$ cat src/rtl/keypad_scanner.sv
// 4x4 matrix keypad scanner: rotates a one-hot row drive, debounces one key, reports each press once.
// Latency: strobe (DEBOUNCE-1)*SCAN_DIV+1 cycles after the detection sample; held drops 1 cycle after the last release sample.
// Backpressure: none; key_strobe is a single-cycle pulse that the consumer must capture when it fires.
module keypad_scanner #(
    parameter int SCAN_DIV = 1000,
    parameter int DEBOUNCE = 8
) (
    input  logic       clk,
    input  logic       reset,
    input  logic [3:0] col_in,
    output logic [3:0] row_drive,
    output logic [3:0] row,
    output logic [3:0] col,
    output logic       key_strobe,
    output logic       key_held
);
    localparam int DW = (SCAN_DIV > 1) ? $clog2(SCAN_DIV) : 1;
    localparam int CW = $clog2(DEBOUNCE + 1);
    localparam logic [DW-1:0] DIV_LAST = DW'(SCAN_DIV - 1);
    // Count value at which the current matching sample is the DEBOUNCE-th one.
    localparam logic [CW-1:0] CNT_LAST = CW'(DEBOUNCE - 1);

    typedef enum logic [1:0] {
        ST_SCAN,
        ST_DEBOUNCE,
        ST_HELD
    } state_t;

    logic [3:0]    r_sync1;
    logic [3:0]    r_col_s;
    logic [DW-1:0] r_div;
    state_t        r_state;
    logic [3:0]    r_row_drive;
    logic [3:0]    r_cand_row;
    logic [3:0]    r_cand_col;
    logic [CW-1:0] r_match;
    logic [CW-1:0] r_release;
    logic [3:0]    r_row;
    logic [3:0]    r_col;
    logic          r_strobe;
    logic          r_held;

    state_t        w_state_nxt;
    logic [3:0]    w_row_drive_nxt;
    logic [3:0]    w_cand_row_nxt;
    logic [3:0]    w_cand_col_nxt;
    logic [CW-1:0] w_match_nxt;
    logic [CW-1:0] w_release_nxt;
    logic [3:0]    w_row_nxt;
    logic [3:0]    w_col_nxt;
    logic          w_strobe_nxt;
    logic          w_held_nxt;

    logic          w_sample;
    logic          w_onehot;
    logic [3:0]    w_drive_rot;
    logic [3:0]    w_cand_rot;

    assign w_sample    = (r_div == DIV_LAST);
    assign w_onehot    = (r_col_s != 4'd0) && ((r_col_s & (r_col_s - 4'd1)) == 4'd0);
    assign w_drive_rot = {r_row_drive[2:0], r_row_drive[3]};
    assign w_cand_rot  = {r_cand_row[2:0], r_cand_row[3]};

    assign row_drive  = r_row_drive;
    assign row        = r_row;
    assign col        = r_col;
    assign key_strobe = r_strobe;
    assign key_held   = r_held;

    // Two-flop synchronizer for the asynchronous column lines.
    always_ff @(posedge clk) begin
        if (reset) begin
            r_sync1 <= 4'd0;
            r_col_s <= 4'd0;
        end else begin
            r_sync1 <= col_in;
            r_col_s <= r_sync1;
        end
    end

    // Free-running dwell counter; its terminal count marks the sample point.
    always_ff @(posedge clk) begin
        if (reset) begin
            r_div <= '0;
        end else if (w_sample) begin
            r_div <= '0;
        end else begin
            r_div <= r_div + DW'(1);
        end
    end

    // State and datapath registers.
    always_ff @(posedge clk) begin
        if (reset) begin
            r_state     <= ST_SCAN;
            r_row_drive <= 4'b0001;
            r_cand_row  <= 4'd0;
            r_cand_col  <= 4'd0;
            r_match     <= '0;
            r_release   <= '0;
            r_row       <= 4'd0;
            r_col       <= 4'd0;
            r_strobe    <= 1'b0;
            r_held      <= 1'b0;
        end else begin
            r_state     <= w_state_nxt;
            r_row_drive <= w_row_drive_nxt;
            r_cand_row  <= w_cand_row_nxt;
            r_cand_col  <= w_cand_col_nxt;
            r_match     <= w_match_nxt;
            r_release   <= w_release_nxt;
            r_row       <= w_row_nxt;
            r_col       <= w_col_nxt;
            r_strobe    <= w_strobe_nxt;
            r_held      <= w_held_nxt;
        end
    end

    // Next-state logic: scan, qualify a one-hot column, then track its release.
    always_comb begin
        w_state_nxt     = r_state;
        w_row_drive_nxt = r_row_drive;
        w_cand_row_nxt  = r_cand_row;
        w_cand_col_nxt  = r_cand_col;
        w_match_nxt     = r_match;
        w_release_nxt   = r_release;
        w_row_nxt       = r_row;
        w_col_nxt       = r_col;
        w_strobe_nxt    = 1'b0;
        w_held_nxt      = r_held;
        case (r_state)
            ST_SCAN: begin
                if (w_sample) begin
                    if (w_onehot) begin
                        w_cand_row_nxt = r_row_drive;
                        w_cand_col_nxt = r_col_s;
                        w_match_nxt    = CW'(1);
                        if (CNT_LAST == CW'(0)) begin
                            // Single-sample debounce: the detection sample already qualifies.
                            w_row_nxt     = r_row_drive;
                            w_col_nxt     = r_col_s;
                            w_strobe_nxt  = 1'b1;
                            w_held_nxt    = 1'b1;
                            w_release_nxt = '0;
                            w_state_nxt   = ST_HELD;
                        end else begin
                            w_state_nxt = ST_DEBOUNCE;
                        end
                    end else begin
                        // Idle, multi-key or ghost pattern: keep scanning.
                        w_row_drive_nxt = w_drive_rot;
                    end
                end
            end
            ST_DEBOUNCE: begin
                if (w_sample) begin
                    if (r_col_s == r_cand_col) begin
                        if (r_match == CNT_LAST) begin
                            w_row_nxt     = r_cand_row;
                            w_col_nxt     = r_cand_col;
                            w_strobe_nxt  = 1'b1;
                            w_held_nxt    = 1'b1;
                            w_release_nxt = '0;
                            w_state_nxt   = ST_HELD;
                        end else begin
                            w_match_nxt = r_match + CW'(1);
                        end
                    end else begin
                        w_match_nxt     = '0;
                        w_row_drive_nxt = w_drive_rot;
                        w_state_nxt     = ST_SCAN;
                    end
                end
            end
            ST_HELD: begin
                w_row_drive_nxt = r_cand_row;
                if (w_sample) begin
                    if ((r_col_s & r_cand_col) == 4'd0) begin
                        if (r_release == CNT_LAST) begin
                            w_held_nxt      = 1'b0;
                            w_release_nxt   = '0;
                            w_match_nxt     = '0;
                            w_row_drive_nxt = w_cand_rot;
                            w_state_nxt     = ST_SCAN;
                        end else begin
                            w_release_nxt = r_release + CW'(1);
                        end
                    end else begin
                        w_release_nxt = '0;
                    end
                end
            end
            default: begin
                w_state_nxt = ST_SCAN;
            end
        endcase
    end
endmodule

$ cat config.mk
export PLATFORM = sky130hd
export DESIGN_NAME = keypad_scanner
export DESIGN_NICKNAME = d
export VERILOG_FILES = /design/src/rtl/keypad_scanner.sv
export SDC_FILE = /design/constraint.sdc
export NUM_CORES = 1
export LEC_CHECK = 0
export ABC_AREA = 1
export BUFFER_PORTS_ARGS = -buffer_cell sky130_fd_sc_hd__buf_2
export CAP_MARGIN = 10
export CORE_MARGIN = 2
export CORE_UTILIZATION = 55
export CTS_CLUSTER_SIZE = 12
export DETAILED_ROUTE_END_ITERATION = 10
export GPL_ROUTABILITY_DRIVEN = 0
export PLACE_DENSITY = 0.8
export SKIP_LAST_GASP = 1
export SYNTH_ARGS = -nofsm -noshare
export SYNTH_HDL_FRONTEND = slang
export SYNTH_SLANG_ARGS = --single-unit
$ cat constraint.sdc
create_clock -name clk -period 2 [get_ports clk]
set_input_delay 0.1 -clock clk [delete_from_list [all_inputs] [get_ports clk]]
set_output_delay 0.1 -clock clk [all_outputs]
set_load 0.05 [all_outputs]
Word-level counts from Yosys, hierarchy flattened:

Index checks and enable logic that the tools add are counted.

* logic and storage cells: 97
* output and inout port bits: 14
* input port bits: 6
* register bits: 50

* reduce and logical (&&, ||, !) cells: 16
* eq/ne operators: 18
* add/sub/neg operators: 4
* multiplexer cells: 41
* bitwise gates (word level): 5

Operator list (count)
* two-way mux 4 bit: 21
* one-hot mux 4 bit (3 select lines): 2
* inequality test 2 bit, second input constant: 10
* two-way mux 2 bit: 8
* AND reduction 7 bit: 2
* adder 10 x 1 -> 10 bit, second input constant: 1
* == test 10 bit, second input constant: 1
* AND reduction 5 bit: 2
* adder 4 x 1 -> 4 bit, second input constant: 2
* bitwise AND 4 bit: 2
* == test 4 x 3 -> 1 bit, second input constant: 2
* logical NOT 4 bit: 2
* one-hot mux 4 bit (2 select lines): 1
* AND reduction 8 bit: 1
* two-way mux 1 bit: 7
* inequality test 3 bit, second input constant: 2
* one-hot mux 2 bit (3 select lines): 1
* == test 4 bit: 1
* AND reduction 4 bit: 1
* nonzero test 4 bit: 1
* OR reduction 4 bit: 1
* subtractor 4 x 1 -> 4 bit, second input constant: 1
* inverter 1 bit: 3
* AND reduction 3 bit: 1
* other kinds (8): 8

Depth between registers and ports, before layout:

* depth after elaboration: 7
* mapped depth: 12
* depth with buffers taken out: 11

Least setup slack after synthesis:

No wires, ideal clock.

* path type: reg-to-reg
* start: register r_state[0]
* end: register r_release[0]
* path slack: 516 ps
* data required time: 1930 ps
* path buffers: 1
* cell stages (with the launch flop): 10
* setup time: 70 ps
* clock period less this slack: 1484 ps
* arrival: 1414 ps
* cell sequence: dfxtp_1 inv_1 ha_1 buf_6 inv_2 or2_2 nand2_2 nand2_2 or2_0 a21oi_1

* longest elaborated chain between the ends: 3
* elaborated cells on any way between the ends: 9
* classes of those cells: 6 x eq/ne; 1 x mux; 2 x reduce/logical

Ends and longest elaborated chain
* from (decl): line 32 `state_t r_state;`
* from (signal assigned): line 106 `r_state <= w_state_nxt;`
* == test 2 x 1 -> 1 bit / == test 2 bit (equally long branches): line 131 `case (r_state)`
* inequality test 2 bit (no line) / nonzero test 2 bit (equally long branches)
* AND reduction 5 bit (no line)
* to (signal assigned): line 111 `r_release <= w_release_nxt;`
* to (decl): line 37 `logic [CW-1:0] r_release;`

Parallel ways exist; a longest one is shown, timed or not.
A chain may end at the register's enable or synchronous reset.

Worst setup path in the final report:

* start: register r_col_s[1]
* end: register r_col[3], in the netlist col[3]

* longest elaborated chain between the ends: 2

Ends and longest elaborated chain
* from (decl): line 30 `logic [3:0] r_col_s;`
* from (signal assigned): line 77 `r_col_s <= r_sync1;`
* == test 4 bit: line 157 `if (r_col_s == r_cand_col) begin`
* AND reduction 4 bit (no line)
* to (signal assigned): line 113 `r_col <= w_col_nxt;`
* to (decl): line 39 `logic [3:0] r_col;`

Every way passes these cells.

==> results.txt <==
The number of hold violations in the final report is 0. Across all layers, the routed design uses 2112 vias. The number of flops mapped to enable cells by yosys is 0. The clock arrives with 0.0129 ns of skew.

The post-synthesis async set-or-reset flop share is 0%, and the number of inserted diodes is 0. A synthesized cell averages 7.06 µm². The chip width is 70.0 µm.

For the pin with the worst max-slew slack, the measured transition is 0.669 ns. For the post-synthesis net count, the log shows 355. Setup repair after global routing left no endpoint under its margin. Relative to the synthesized area, the layout overhead comes to 10.0%. Summing all flip-flop and latch instances after layout gives 1000 µm². Data arrives at the worst endpoint at 1.96 ns. Once placement finished, the instance area stood at 2500 µm². The wire-length estimate of the detail-placed layout is 3380 µm. For this run the aggregate overflow at the end of global routing stands at 0. For the filler cell count in the final layout, the log shows 372.

Buffers added to address setup during post-CTS repair amount to 0. The first detailed-routing pass ran for 4 iterations. The initialized floorplan defines 23 standard-cell rows. In this run the worst setup path begins at r_col_s[1]. The prevailing post-synth register cell was sky130_fd_sc_hd__dfxtp_1.

Clock latency on the worst-skew pair, taken at its later pin, is 0.31 ns. The via count of the first global-routing pass was 1981. The number of CTS-inserted buffers came out at 5. The critical path's slowest cell is sky130_fd_sc_hd__dfxtp_1. The clock sink count is 50, and the die height is 70.0 µm. The flop and latch count out of synthesis was 50.

In this run the number of H-tree levels came out at 2. The finished cells cover 2640 µm². The count of buffers inserted at the top-level ports came out at 19. Sort of element at the end of the critical path: a register. For this run, the number of Yosys warnings is 0. CTS placed an instance of sky130_fd_sc_hd__clkbuf_8 at the clock tree root. The relative slew slack was 55.3%; the max-capacitance violation count was 0. Largest stage delay on the critical path: 0.33 ns. The tools report the startpoint of the most critical register-to-register path as r_col_s[1]. The number of antenna violations at the first check in global routing was 0; the number of placed cells counting well taps was 401. The total standard cell area after synthesis came out at 2390 µm².

The wire length of the first global-routing pass is 8460 µm, and the top fanout value on the critical path is 13. In the routed layout, each cell is associated on average with a via count of 5.11. The path class of the tightest hold or removal check is in -> reg. The detailed router finished its first iteration with 132 violations.

The post-route netlist has 12.4% of its cells at a drive strength greater than 1. The most used cell along the critical path was sky130_fd_sc_hd__nor2_1. For the data required time of the worst path, the log shows 2.20 ns. The total wirelength of the detailed-routed design came out at 4740 µm. The leakage dissipation is 1.28 nW.

The longest clock path from root to sink contains 2 buffers. The clock period minus final worst setup slack came out at 1.76 ns. Following the worst setup path forward leads to its endpoint at col[3]. CTS clock-pin slew for the worst setup and hold paths: 0.08 ns. The number of cells on the worst reg-to-reg path is 9. After layout, the worst path uses 87.8% of the clock period. Power spread over the standard cell area amounts to 640 nW/µm². Walking the worst path, the cells encountered are ha_1 > inv_1 > nand2_1 > nor2_1 > nand3_2 > nor2_4 > inv_1 > nor2_1 > nor2_1.

Global routing used 21.2% of the available tracks across all layers. The critical path is of the reg -> reg type. The post-layout instance count excluding filler cells was 413. For this run, design rule violations remaining after detail routing come to 0.

The setup check on the worst reg-to-reg path leaves a slack of 0.24 ns. The highest clock frequency the design can meet was 569 MHz; the number of antenna-violating nets in the routed design was 0. Total power for the finished layout comes to 1.69 mW. The flow ran to the end, and the final reports show no timing, DRC or antenna violations. The worst setup path is launched from a register. The worst register-to-register path ends at col[3].

The setup TNS after final layout is 0 ns. Synthesis produced a netlist whose cell count is 339. Prior to clock tree synthesis, the placed netlist has a worst setup slack of 0.257 ns. Across the VDD grid, the largest voltage drop is 0.000411 V. Summing all multi-input logic gate instances after layout gives 1150 µm². The number of distinct library cell variants in the gate-level netlist after synthesis was 29.

The setup slack of the critical path after layout is 0.243 ns. Setup violations remaining at the end of the flow were counted as 0. Once the floorplan was initialized, standard cells occupied 58.6% of the core. The total area inside the core boundary comes to 4090 µm². Dividing the detail-routed wire length by the instance count gives 11.5 µm. Cells fill 64.5% of the core in the end. TritonCTS built the clock tree. The final-report max-slew violation count was 0. The tools report the largest net degree at the start of global routing as 25.

The die covers 4900 µm². The count of boundary I/O pins was 20. After synthesis, flip-flops and latches occupy 41.8% of the total area.

At the end of the flow, the number of nets in the layout was 378. The run gives 0.176 ns as the post-route worst hold slack.
==> power by group <==
group          internal [mW]  total [mW]  switching, mW
logic                 0.0244      0.0673         0.0429
registers               1.01        1.01        0.00718
clock network          0.280       0.606          0.326
total                   1.31        1.69          0.376
==> cell usage in the layout (no fill, tap or decap), types with 2 or more instances in the layout <==
cell type / instances
sky130_fd_sc_hd__a21oi_1: 23
sky130_fd_sc_hd__buf_2: 19
sky130_fd_sc_hd__clkbuf_8: 6
sky130_fd_sc_hd__dfxtp_1: 50
sky130_fd_sc_hd__dlygate4sd3_1: 4
sky130_fd_sc_hd__ha_1: 10
sky130_fd_sc_hd__inv_1: 46
sky130_fd_sc_hd__inv_2: 4
sky130_fd_sc_hd__nand2_1: 69
sky130_fd_sc_hd__nand2_2: 6
sky130_fd_sc_hd__nand3_1: 27
sky130_fd_sc_hd__nand3_2: 2
sky130_fd_sc_hd__nand4_1: 3
sky130_fd_sc_hd__nor2_1: 53
sky130_fd_sc_hd__nor2_4: 3
sky130_fd_sc_hd__nor3_1: 2
sky130_fd_sc_hd__nor3b_1: 2
sky130_fd_sc_hd__o21ai_0: 18
sky130_fd_sc_hd__o21ai_1: 3
sky130_fd_sc_hd__xor2_1: 2
==> cells in the mapped netlist (2+ instances only) <==
cell type	number	area (µm²)
sky130_fd_sc_hd__a21oi_1	23	115
sky130_fd_sc_hd__buf_6	3	33.8
sky130_fd_sc_hd__clkbuf_1	3	11.3
sky130_fd_sc_hd__dfxtp_1	50	1000
sky130_fd_sc_hd__ha_1	10	125
sky130_fd_sc_hd__inv_1	46	173
sky130_fd_sc_hd__inv_2	4	15.0
sky130_fd_sc_hd__nand2_1	69	259
sky130_fd_sc_hd__nand2_2	6	37.5
sky130_fd_sc_hd__nand3_1	27	135
sky130_fd_sc_hd__nand3_2	2	20.0
sky130_fd_sc_hd__nand4_1	3	18.8
sky130_fd_sc_hd__nor2_1	53	199
sky130_fd_sc_hd__nor2_4	3	33.8
sky130_fd_sc_hd__nor3_1	2	10.0
sky130_fd_sc_hd__nor3b_1	2	15.0
sky130_fd_sc_hd__o21ai_0	19	95.1
sky130_fd_sc_hd__o21ai_1	2	10.0
sky130_fd_sc_hd__xor2_1	2	17.5
==> final cells by class <==
| cell class | instances | area share, % |
|---|---|---|
| multi-input combinational | 231 | 43.8 |
| sequential | 50 | 38.0 |
| inverter | 51 | 7.26 |
| timing repair buffer | 23 | 5.13 |
| clock buffer | 7 | 3.28 |
| tap | 50 | 2.37 |
| clock inverter | 1 | 0.190 |
==> sequential cells by signal (all words and copies together), names as in the netlist, 4 cells and up <==
name        count
col             4
r_cand_col      4
r_cand_row      4
r_col_s         4
r_div          10
r_match         4
r_release       4
r_sync1         4
row             4
row_drive       4
==> worst max-delay path, delay by kind of cell, from the launching register on <==
kind                     cells  cell delay [ns]
AND/OR/NAND/NOR              6             0.79
adder cells (fa/ha/maj)      1             0.31
buffers and inverters        2             0.21
flip-flops                   1             0.33
==> cells by family after synthesis <==
kind of cell	Yosys count	synth area share (%)
xor+xnor	3	1.10
buf+inv	58	10.0
compound gates	46	9.87
flops	50	41.8
simple gates	172	32.0
fa+ha+maj	10	5.22
==> repair_timing <==
item,CTS,global route
endpoints found under the hold margin,4,0
hold buffers,4,0
endpoints found under the setup margin,0,1
gates resized for setup,0,1
==> layer usage <==
layer / track usage, % / share of wire, % / wire, µm / vias up
li1: - / - / - / 1108
met1: 26.1 / 47 / 2250 / 952
met2: 36.0 / 46 / 2200 / 46
met3: 5.19 / 4.9 / 232 / 6
met4: 7.26 / 1.2 / 58 / 0
met5: 0 / 0 / 0 / -
==> how the worst min path moves through the flow <==
stage | endpoint | slack (ns) | from | depth (start not counted)
floorplan | r_sync1[0] | 0.21 | col_in[0] | 2
global placement | r_sync1[2] | 0.30 | col_in[2] | 3
detailed placement | r_sync1[2] | 0.31 | col_in[2] | 3
CTS | r_col_s[0] | 0.17 | reset | 2
global route | r_sync1[1] | 0.18 | reset | 2
finish | r_col_s[2] | 0.18 | reset | 2
(Power assumes the default switching activity.)
